File: src/rtl/rv32im_pc_unit.sv
// Program-counter unit: next-PC selection with stall/fetch-ready handshake,
// a one-deep buffered redirect, trap override and misaligned-target rejection.
module rv32im_pc_unit #(
  parameter int          PC_WIDTH = 32,
  parameter logic [31:0] RESET_PC = 32'h0000_0000,
  parameter int          PC_INC   = 4,
  parameter int          IALIGN   = 4
) (
  input  logic                clk,
  input  logic                reset_n,
  input  logic                stall_i,
  input  logic                redirect_valid_i,
  input  logic [PC_WIDTH-1:0] redirect_pc_i,
  input  logic                trap_valid_i,
  input  logic [PC_WIDTH-1:0] trap_vector_i,
  input  logic                fetch_ready_i,
  output logic                fetch_valid_o,
  output logic [PC_WIDTH-1:0] pc_o,
  output logic [PC_WIDTH-1:0] pc_plus_o,
  output logic                redirect_pending_o,
  output logic                misalign_o,
  output logic [PC_WIDTH-1:0] misalign_addr_o,
  output logic [1:0]          state_o
);

  // Handshake: a fetch is transferred at a falling edge where
  // fetch_valid_o & fetch_ready_i; pc_o is held stable until then.
  localparam logic [1:0] S_BOOT = 2'd0;
  localparam logic [1:0] S_RUN  = 2'd1;
  localparam logic [1:0] S_PEND = 2'd2;

  localparam logic [PC_WIDTH-1:0] RST_PC     = PC_WIDTH'(RESET_PC);
  localparam logic [PC_WIDTH-1:0] ALIGN_MASK = PC_WIDTH'(IALIGN - 1);
  localparam logic [PC_WIDTH-1:0] INC        = PC_WIDTH'(PC_INC);

  logic [1:0]          state_q, state_d;
  logic [PC_WIDTH-1:0] pc_q, pc_d;
  logic [PC_WIDTH-1:0] pend_q, pend_d;
  logic                mis_q, mis_d;
  logic [PC_WIDTH-1:0] mis_addr_q, mis_addr_d;
  logic                advance;
  logic                redir_misaligned;

  assign advance          = fetch_ready_i & ~stall_i;
  assign redir_misaligned = |(redirect_pc_i & ALIGN_MASK);

  always_comb begin
    state_d    = state_q;
    pc_d       = pc_q;
    pend_d     = pend_q;
    mis_d      = 1'b0;
    mis_addr_d = mis_addr_q;
    if (trap_valid_i) begin
      pc_d    = trap_vector_i & ~ALIGN_MASK;
      pend_d  = '0;
      state_d = S_RUN;
    end else begin
      case (state_q)
        S_BOOT: state_d = S_RUN;
        S_RUN, S_PEND: begin
          if (redirect_valid_i) begin
            // A misaligned target leaves pc, state and any buffered target untouched.
            if (redir_misaligned) begin
              mis_d      = 1'b1;
              mis_addr_d = redirect_pc_i;
            end else if (advance) begin
              pc_d    = redirect_pc_i;
              pend_d  = '0;
              state_d = S_RUN;
            end else begin
              pend_d  = redirect_pc_i;
              state_d = S_PEND;
            end
          end else if (advance) begin
            if (state_q == S_PEND) begin
              pc_d   = pend_q;
              pend_d = '0;
            end else begin
              pc_d = pc_q + INC;
            end
            state_d = S_RUN;
          end
        end
        default: state_d = S_BOOT;
      endcase
    end
  end

  always_ff @(negedge clk or negedge reset_n) begin
    if (!reset_n) begin
      state_q    <= S_BOOT;
      pc_q       <= RST_PC;
      pend_q     <= '0;
      mis_q      <= 1'b0;
      mis_addr_q <= '0;
    end else begin
      state_q    <= state_d;
      pc_q       <= pc_d;
      pend_q     <= pend_d;
      mis_q      <= mis_d;
      mis_addr_q <= mis_addr_d;
    end
  end

  assign fetch_valid_o      = (state_q != S_BOOT);
  assign pc_o               = pc_q;
  assign pc_plus_o          = pc_q + INC;
  assign redirect_pending_o = (state_q == S_PEND);
  assign misalign_o         = mis_q;
  assign misalign_addr_o    = mis_addr_q;
  assign state_o            = state_q;

endmodule

File: config.mk
export PLATFORM = sky130hd
export DESIGN_NAME = rv32im_pc_unit
export DESIGN_NICKNAME = d
export VERILOG_FILES = /design/src/rtl/rv32im_pc_unit.sv
export SDC_FILE = /design/constraint.sdc
export NUM_CORES = 1
export LEC_CHECK = 0
export BUFFER_PORTS_ARGS = -buffer_cell sky130_fd_sc_hd__buf_2
export CAP_MARGIN = 20
export CORE_UTILIZATION = 44
export CTS_BUF_LIST = sky130_fd_sc_hd__clkbuf_2 sky130_fd_sc_hd__clkbuf_4 sky130_fd_sc_hd__clkbuf_8
export DETAILED_ROUTE_END_ITERATION = 6
export MAX_ROUTING_LAYER = met4
export PLACE_DENSITY = 0.73
export RECOVER_POWER = 25
export SETUP_SLACK_MARGIN = 0.02
export SLEW_MARGIN = 10
export SYNTH_ARGS = -nofsm -noshare
export SYNTH_HDL_FRONTEND = slang
export SYNTH_SLANG_ARGS = --single-unit
export TNS_END_PERCENT = 10
File: constraint.sdc
create_clock -name clk -period 2.2 [get_ports clk]
set_clock_uncertainty 0.2 [all_clocks]
set_input_delay 0.11 -clock clk [delete_from_list [all_inputs] [get_ports clk]]
set_output_delay 0.11 -clock clk [all_outputs]
set_load 0.03 [all_outputs]
==> metrics.yaml <==
status: "complete, but fails checks"
violations: "negative setup slack"
cts_root_buf: "clkbuf_8"
post_drt_wl_per_cell_um: 19.8
synthArstFlopShare_pct: 100
syn_to_final_growth_pct: 71.8
avgSynthCellArea_um2: 9.10
post-route-util_pct: 78.2
final_nets: 985
cts_made_buffers: 9
drv_slew: 0
die_x_um: 114
first_pass_iters: 5
synth_ff_type: "dfrtn_1"
syn_nets: 677
p_leak_nw: 4.36
grt_pass1_vias: 5851
yosysSeqAreaShare_pct: 45.1
drive_gt1_share_pct: 53.2
vdd_drop_max_mv: 0.864
cp.required_ps: 1890
crit_path_max_fanout: 6
wl_um: 21400
drv_cap: 0
setup_ws_ps: -1470
final_cell_mix: "132 x buf_6, 132 x buf_4, 99 x dfrtn_1"
clk_pin_slew_worst_paths_ps: 70
ant_nets: 0
clock_path_buffers: 2
dpl_cell_area_um2: 7930
synth.distinct_cells: 57
power_density_nw_per_um2: 895
fp.dieH_um: 114
synthCells: 603
via_per_inst: 5.76
boundaryPins: 171
row_count: 40
critPathCaptureType: "primary output"
hpwl_um: 14000
synth_edf_count: 0
numPortBuffers: 168
overflow: 0
synth_seq_cells: 99
grt_start_max_net_pins: 63
rsz0062_at_grt: "yes"
initial_core_util_pct: 45.5
coreArea_um2: 12100
tightestPinTransition_ps: 806
max_stage_delay_ps: 470
insertion_delay_ps: 360
die_area_um2: 12900
synth_area_um2: 5490
cts_tree: "done"
cp.arrival_ps: 3360
crit_path_start_kind: "flop"
crit_chain: "nand4_1 > nor4_2 > buf_4 > and4_4 > xor2_4 > buf_6"
cp_slowest_cell: "dfrtn_1"
slew_headroom_pct: 46.3
antenna_found_initial: 0
critical_path_class: "reg2out"
yosys_warnings: 0
dr_total_vias: 6244
setup_viol: 196
hold_path_class: "reg2reg"
cts_max_level: 3
grt_pass1_wl_um: 30900
hold_viol_final: 0
design_area_um2: 9430
grtUsageTotal_pct: 32.1
fin_setup_tns_ps: -64220
drc: 0
nFillCells: 740
dr.first_iter.drc_count: 651
diodes: 0
cts.sinks: 99
gp_congestion: 0.911
## cell usage after synthesis, drive strengths merged, types with 3 or more instances
cell,n,area share [%]
xnor2,18,2.9
dfrtn,99,45
nor3,6,0.55
clkbuf,30,2.1
a2bb2oi,3,0.48
mux2,32,6.6
o2bb2ai,5,0.80
buf,15,1.4
nor2b,5,0.57
nand2,103,7.0
a22oi,13,1.8
and4,4,0.64
or2,4,0.46
a21oi,20,1.8
o21ai,68,6.2
nor4,5,0.96
nand3,13,1.3
and3,3,0.34
nand2b,4,0.46
ha,4,0.91
mux2i,6,1.1
nor2,43,2.9
xor2,10,1.6
and2,5,0.57
nand4,11,1.4
o22ai,9,1.0
inv,12,0.82
a211oi,3,0.41
a31oi,5,0.57
a221oi,14,2.2
o2bb2a,6,1.1
## kinds of logic (layout without fill, tap and decap cells)
logic type | Yosys count | in the layout | synth area share [%]
flops | 99 | 99 | 45.1
compound gates | 166 | 166 | 19.6
fa+ha+maj | 4 | 4 | 0.912
simple gates | 211 | 211 | 17.8
mux | 38 | 38 | 7.66
xor+xnor | 28 | 28 | 4.47
buf+inv | 57 | 370 | 4.33
## state kept, by name, indices dropped and copies added (netlist names)
register and cells:
misalign_addr_o 32, pend_q 32, pc_o 32, state_o 2
misalign_o 1
## power breakdown
group          internal (mW)  switching (mW)  total [mW]  leakage, nW
sequential              2.31           0.368        2.68         1.24
combinational           2.10            2.40        4.50         3.02
clock                  0.547           0.717        1.26        0.107
total                   4.95            3.49        8.44         4.36
## worst max-delay path: cells and delay by family (launching register included)
family | cells | cell delay (ps)
flip-flops | 1 | 470
AND/OR/NAND/NOR | 3 | 870
XOR/XNOR | 1 | 160
buffers and inverters | 2 | 410
## area by class of cell
| class | count | area [µm²] | area share [%] |
|---|---|---|---|
| multi-input combinational | 447 | 3470 | 36.8 |
| timing repair buffer | 342 | 3020 | 32.0 |
| sequential | 99 | 2480 | 26.3 |
| tap | 168 | 210 | 2.23 |
| clock buffer | 9 | 124 | 1.31 |
| clock inverter | 7 | 81.3 | 0.863 |
| inverter | 12 | 45.0 | 0.478 |
## routing by layer
| layer | global-route usage, % | wire [µm] | vias up |
|---|---|---|---|
| met3 | 4.89 | 1400 | 85 |
| met1 | 42.6 | 8680 | 3025 |
| met4 | 12.1 | 760 | 0 |
| met2 | 49.9 | 10600 | 348 |
| met5 | - | 0 | - |
| li1 | - | - | 2786 |
## path summary, 6_finish.rpt
check                                       startpoint                              end  slack, ps  cells after the start
worst max-delay path               pc_o[6]$_DFFE_NN0P_                    pc_plus_o[26]      -1470                      6
worst min-delay path            pend_q[12]$_DFFE_NN0P_           pend_q[12]$_DFFE_NN0P_        230                      2
worst max register to register     pc_o[6]$_DFFE_NN0P_             pc_o[16]$_DFFE_NN0P_       -410                     10
worst min register to register  pend_q[12]$_DFFE_NN0P_           pend_q[12]$_DFFE_NN0P_        230                      2
max in group asynchronous                      reset_n  misalign_addr_o[25]$_DFFE_NN0P_        230                      2
min in group asynchronous                      reset_n   misalign_addr_o[0]$_DFFE_NN0P_        590                      1
## timing repair
action                     CTS  global route
setup buffers               12            11
pin swaps                   15            21
setup endpoints to repair  197           197
gates resized for setup    176           193
hold buffers                 0             0
## per-stage QoR
step	hold slack [ps]	setup WS, ps	instances	power (mW)
finish	231	-1470	1084	8.44
global route	254	-1480	1084	8.77
CTS	223	-1270	1073	7.78
detailed placement	222	-977	1045	6.12
global placement	212	-900	1045	6.02
floorplan	210	-1220	603	4.74
Note: power is estimated with default switching activity, not from simulation.
